**config.mk**
```make
export PLATFORM = sky130hd
export DESIGN_NAME = mux_bank_pipe
export DESIGN_NICKNAME = d
export VERILOG_FILES = /design/src/rtl/mux_bank_pipe.sv
export SDC_FILE = /design/constraint.sdc
export NUM_CORES = 1
export LEC_CHECK = 0
export CAP_MARGIN = 20
export CELL_PAD_IN_SITES_DETAIL_PLACEMENT = 0
export CELL_PAD_IN_SITES_GLOBAL_PLACEMENT = 2
export CORE_MARGIN = 3
export CORE_UTILIZATION = 22
export CTS_CLUSTER_SIZE = 8
export DETAILED_ROUTE_END_ITERATION = 7
export PLACE_DENSITY = 0.81
export SLEW_MARGIN = 10
export SYNTH_ARGS = -nofsm -noshare
export SYNTH_HDL_FRONTEND = slang
export SYNTH_SLANG_ARGS = --single-unit
```
**constraint.sdc**
```tcl
create_clock -name Clk -period 1.5 [get_ports Clk]
set_input_delay 0.45 -clock Clk [delete_from_list [all_inputs] [get_ports Clk]]
set_output_delay 0.45 -clock Clk [all_outputs]
set_load 0.02 [all_outputs]
```
**src/rtl/mux_bank_pipe.sv**
```systemverilog
// Pipelined NSRC-way group selector with registered valid/ready output and an auto-advancing select.
// Optional MUX_BANK_PIPE_SKID_EN adds a skid slot so in_ready comes straight from a register.
module mux_bank_pipe #(
  parameter int WIDTH = 32,
  parameter int NCH   = 3,
  parameter int NSRC  = 2,
  parameter int SELW  = $clog2(NSRC)
) (
  input  logic                        Clk,
  input  logic                        Rst,
  input  logic [NSRC*NCH*WIDTH-1:0]   in_data,
  input  logic                        in_valid,
  output logic                        in_ready,
  input  logic [SELW-1:0]             sel,
  input  logic                        sel_load,
  input  logic                        auto_en,
  output logic [NCH*WIDTH-1:0]        out_data,
  output logic [SELW-1:0]             out_sel,
  output logic                        out_valid,
  input  logic                        out_ready,
  output logic                        sel_err
);

  localparam int              GW      = NCH * WIDTH;
  localparam bit              POW2    = (NSRC == (1 << SELW));
  localparam logic [SELW:0]   NSRC_W  = (SELW+1)'(NSRC);
  localparam logic [SELW-1:0] SEL_MAX = SELW'(NSRC - 1);

  typedef enum logic {EMPTY = 1'b0, FULL = 1'b1} state_e;

  state_e          state_q, state_d;
  logic [GW-1:0]   data_q, data_d;
  logic [SELW-1:0] osel_q, osel_d;
  logic [SELW-1:0] sel_q, sel_d;
  logic            sel_err_q, sel_err_d;
  logic [GW-1:0]   grp_s;
  logic            accept_s;
  logic            in_ready_s;
  logic            sel_oor_s;

  // Out-of-range loads only exist when NSRC is not a power of two.
  assign sel_oor_s = POW2 ? 1'b0 : ({1'b0, sel} >= NSRC_W);
  assign accept_s  = in_valid && in_ready_s;

  // Group mux driven by the current (pre-update) select register.
  always_comb begin
    grp_s = '0;
    for (int s = 0; s < NSRC; s++) begin
      grp_s = (sel_q == SELW'(s)) ? in_data[s*GW +: GW] : grp_s;
    end
  end

  // Select register next state: load beats auto-advance.
  always_comb begin
    sel_d     = sel_q;
    sel_err_d = sel_err_q;
    if (sel_load) begin
      if (sel_oor_s) begin
        sel_d     = '0;
        sel_err_d = 1'b1;
      end else begin
        sel_d = sel;
      end
    end else if (auto_en && accept_s) begin
      sel_d = (sel_q == SEL_MAX) ? '0 : sel_q + 1'b1;
    end else begin
      sel_d = sel_q;
    end
  end

  // Select register and sticky error flag.
  always_ff @(posedge Clk or negedge Rst) begin
    if (!Rst) begin
      sel_q     <= '0;
      sel_err_q <= 1'b0;
    end else begin
      sel_q     <= sel_d;
      sel_err_q <= sel_err_d;
    end
  end

`ifdef MUX_BANK_PIPE_SKID_EN
  logic            skid_vld_q, skid_vld_d;
  logic [GW-1:0]   skid_data_q, skid_data_d;
  logic [SELW-1:0] skid_sel_q, skid_sel_d;
  logic            in_ready_q;

  assign in_ready_s = in_ready_q;

  // Output/skid next state; the skid slot only fills while the output is stalled.
  always_comb begin
    state_d     = state_q;
    data_d      = data_q;
    osel_d      = osel_q;
    skid_vld_d  = skid_vld_q;
    skid_data_d = skid_data_q;
    skid_sel_d  = skid_sel_q;
    case (state_q)
      EMPTY: begin
        if (accept_s) begin
          state_d = FULL;
          data_d  = grp_s;
          osel_d  = sel_q;
        end else begin
          state_d = EMPTY;
        end
      end
      FULL: begin
        if (out_ready) begin
          if (skid_vld_q) begin
            data_d     = skid_data_q;
            osel_d     = skid_sel_q;
            skid_vld_d = 1'b0;
          end else if (accept_s) begin
            data_d = grp_s;
            osel_d = sel_q;
          end else begin
            state_d = EMPTY;
          end
        end else if (accept_s) begin
          skid_vld_d  = 1'b1;
          skid_data_d = grp_s;
          skid_sel_d  = sel_q;
        end else begin
          state_d = FULL;
        end
      end
      default: state_d = EMPTY;
    endcase
  end

  // Skid slot and registered ready.
  always_ff @(posedge Clk or negedge Rst) begin
    if (!Rst) begin
      skid_vld_q  <= 1'b0;
      skid_data_q <= '0;
      skid_sel_q  <= '0;
      in_ready_q  <= 1'b1;
    end else begin
      skid_vld_q  <= skid_vld_d;
      skid_data_q <= skid_data_d;
      skid_sel_q  <= skid_sel_d;
      in_ready_q  <= !skid_vld_d;
    end
  end
`else
  assign in_ready_s = (state_q == EMPTY) || out_ready;

  // Single output register next state; a pop with a same-cycle accept stays FULL.
  always_comb begin
    state_d = state_q;
    data_d  = data_q;
    osel_d  = osel_q;
    case (state_q)
      EMPTY: begin
        if (accept_s) begin
          state_d = FULL;
          data_d  = grp_s;
          osel_d  = sel_q;
        end else begin
          state_d = EMPTY;
        end
      end
      FULL: begin
        if (accept_s) begin
          state_d = FULL;
          data_d  = grp_s;
          osel_d  = sel_q;
        end else if (out_ready) begin
          state_d = EMPTY;
        end else begin
          state_d = FULL;
        end
      end
      default: state_d = EMPTY;
    endcase
  end
`endif

  // Output stage registers.
  always_ff @(posedge Clk or negedge Rst) begin
    if (!Rst) begin
      state_q <= EMPTY;
      data_q  <= '0;
      osel_q  <= '0;
    end else begin
      state_q <= state_d;
      data_q  <= data_d;
      osel_q  <= osel_d;
    end
  end

  assign in_ready  = in_ready_s;
  assign out_data  = data_q;
  assign out_sel   = osel_q;
  assign out_valid = (state_q == FULL);
  assign sel_err   = sel_err_q;

endmodule

```
==> summary.md <==
| Metric | Value |
|---|---|
| Synth Area in Adders | 0% |
| Clk_lat worst skew | roughly 0.34 ns |
| Critical path buffers and inverters | 1 |
| Worst Path Required | 1.05 ns |
| Max frequency | between 600 and 700 MHz |
| Internal | approximately 6.0 mW |
| Fin. Hold Viols | 0 |
| Vias per inst | between 4 and 5 |
| Post-DR wirelength/cell | around 17 um |
| GR Util met2 | 22.7% |
| Slowest stage delay, CP | 0.38 ns |
| Routed via count | 4,539 |
| Post-Layout Inst Area | ~0.0086 sq mm |
| First-pass GRT wire length | between 20 and 30 mm |
| Worst endpoint data arrival time | 1.02 ns |
| Post-synthesis cell count | roughly 440 |
| Clk Tree Root Cell | clkbuf_16 |
| Top post-synthesis cells by area | dfrtp_1, mux2i_1, a21oi_1 |
| Worst setup path class | register to output pin |
| Power per cell area | around 1000 mW/mm^2 |
| Met3 Use GR | 4.54% |
| Hold-fix buffers, CTS | 0 |
| Delay-heaviest family, CP | flip-flops |
| Die Y | about 160 um |
| Sequential area share after synthesis | slightly below 50% |
| Post-synth EDFFs | 0 |
| Compound-Gate Fraction of Synth Area | roughly 25% |
| Final ANT Viol Nets | 0 |
| Ys Warns | 0 |
| Switching power | around 3 mW |
| Final wirelength | approximately 17 mm |
| Nets | about 920 |
| Startpoint types | register |
| Gate power share | 35.6% |
| Leading area contributor after synthesis | dfrtp_1 |
| Starting Density | 22.8% |
| Ys async rst share | 100% |
| Area of the mapped netlist | between 0.005 and 0.006 sq mm |
| Unrepaired setup endpoints after global routing | no |
| Fin crit period | between 1 and 1.5 ns |
| CP max stage cell | dfrtp_1 |
| Top cells by count, synth | a21oi_1, dfrtp_1, mux2i_1 |
| Setup Skew | about 0.0084 ns |
| LEAKAGE | ~3.5 nW |
| CTS Sinks | slightly below 100 |
| Setup violations, final | 0 |
| Non-Filler Instances | 1,009 |
| Port Buffers | between 200 and 300 |
| Yosys cell types | 22 |
| Die ar. | 0.0249 sq mm |
| Main combinational cell family by area after synthesis | compound AO/OA/AOI/OAI gates |
| Vias in the first global route | between 4,000 and 5,000 |
| Post-route DRC | 0 |
| VDD IR max | 0.000439 V |
| Max-Cap Viols | 0 |
| R2r endpoint | out_data[15] |
| CTS tree | built |
| Diode count | 0 |
| Post-synthesis mux area share | between 10% and 20% |
| Clk pwr share | 26.9% |
| Slew Viols, Final | 0 |
| GR peak layer | met2 |
| GR Overflow Total | 0 |
| Status | completed |
| P&R area growth vs syn | 69.5% |
| Worst-path clk slew | 0.07 ns |
| Syn_area_per_cell | 11.4 sq um |
| Core area | between 0.02 and 0.025 sq mm |
| TritonCTS Buffers | 9 |
| DRT Pass-1 Iters | 7 |
| Synth Register Bits | slightly below 100 |
| Detailed placement HPWL | ~13 mm |
| Hold slack final | between 0.08 and 0.09 ns |
| Largest net degree at the start of global routing | 54 |
| Die W | between 150 and 200 um |
| CP Capture Type | output pin |
| Share of layout cells above drive strength 1 | a little under a quarter |
| Inst Count DP | 993 |
| Tcrit/Tclk final | approximately 100% |
| Post-synth top flop | dfrtp_1 |
| Worst r2r src | out_valid |
| Boundary Pins | about 300 |
| CP Max Fanout | 2 |
| Routability Congestion | 0.734 |
| FF-to-FF setup slack | about 0.13 ns |
| Setup bufs post-CTS | 0 |
| Switching Share | 33.0% |
| Clk buf depth | 2 |
| Hold Crit Class | input port to asynchronous set/reset pin |
| Area after DPL | 0.00841 sq mm |
| GRT Util Overall | around an eighth |
| Worst Reg-to-Reg Cells | 5 |
| Rows | 54 |
| Initial drt markers | ~150 |
| Seq pwr share | a little under two fifths |
| Synth Area in XOR/XNOR | 0% |
| Initial antenna violation count | 1 |
| Count leader, synth | a21oi_1 |
| CP cell instances | clkdlybuf4s15_1 |
| # H-tree levels | 3 |
| Synth top area share | approximately 49% |
| Post-synthesis simple-gate area fraction | less than 1% |
| Mapped Nets | between 600 and 700 |
| Met1 usage | around 15% |
power by group through the flow:
stage | Clock [mW] | Combinational (mW) | Sequential (mW)
CTS | 2.53 | 3.31 | 3.34
global placement | 0 | 3.44 | 3.37
floorplan | 0 | 1.12 | 3.90
finish | 2.40 | 3.18 | 3.34
detailed placement | 0 | 3.48 | 3.39
global route | 2.62 | 3.42 | 3.39
layout by cell type (no fill, tap or decap), types with 2 or more instances in the layout:
cell type and instances:
a21oi_4 20, buf_6 2, buf_2 2, clkbuf_16 9, dfrtp_1 98, mux2i_1 96
a21oi_2 20, clkdlybuf4s50_1 195, a21oi_1 152, clkinv_4 2, clkbuf_2 36, clkdlybuf4s15_2 51
buf_12 14, clkdlybuf4s15_1 8, buf_4 6
metrics by stage:
step | TNS (ns) | util (%) | power [mW] | worst slack [ns]
final | 0 | 38.6 | 8.91 | 0.0331
after global routing | 0 | 38.6 | 9.43 | 0.000804
after CTS | 0 | 39.5 | 9.19 | 0.000776
after detailed placement | -38.95 | 37.8 | 6.86 | -0.623
after global placement | -37.03 | 37.8 | 6.80 | -0.644
after floorplan | 0 | - | 5.02 | 0.131
what timing repair did:
item,4_1_cts,5_1_grt
pin swaps,0,0
hold endpoints to repair,0,0
setup endpoints to repair,145,37
resized for setup,256,37
worst max path at each step:
| stage | endpoint | start | depth (start not counted) | slack, ns |
|---|---|---|---|---|
| floorplan | in_ready | out_valid | 3 | 0.13 |
| global placement | in_ready | out_ready | 3 | -0.64 |
| detailed placement | in_ready | out_ready | 3 | -0.62 |
| CTS | out_data[4] | out_data[4] | 1 | 0.0008 |
| global route | out_data[61] | out_data[61] | 1 | 0.0008 |
| finish | out_data[16] | out_data[16] | 1 | 0.03 |
cell families after synthesis:
family / count (synthesis)
and+or+nand+nor: 7
other: 1
muxes: 97
AOI/OAI and AO/OA: 193
buffers and inverters: 46
DFF: 99
layer usage:
metal  vias to the layer above  routed length, um
li1                       2166                  -
met1                      2147               6770
met2                       210               8300
met3                        14               1730
met4                         2                217
met5                         -                 17
state kept, by name, indices dropped and copies added (netlist names):
signal and cells:
out_data 96, out_sel 1, out_valid 1, sel_q 1
layout make-up:
class,count,area (sq um)
Fill cell,2173,13600
Timing Repair Buffer,315,3150
Sequential cell,99,2480
Multi-Input combinational cell,298,2290
Tap cell,280,350
Clock buffer,11,243
Clock inverter,5,61.3
Inverter,1,3.75
Note: power is estimated with default switching activity, not from simulation.
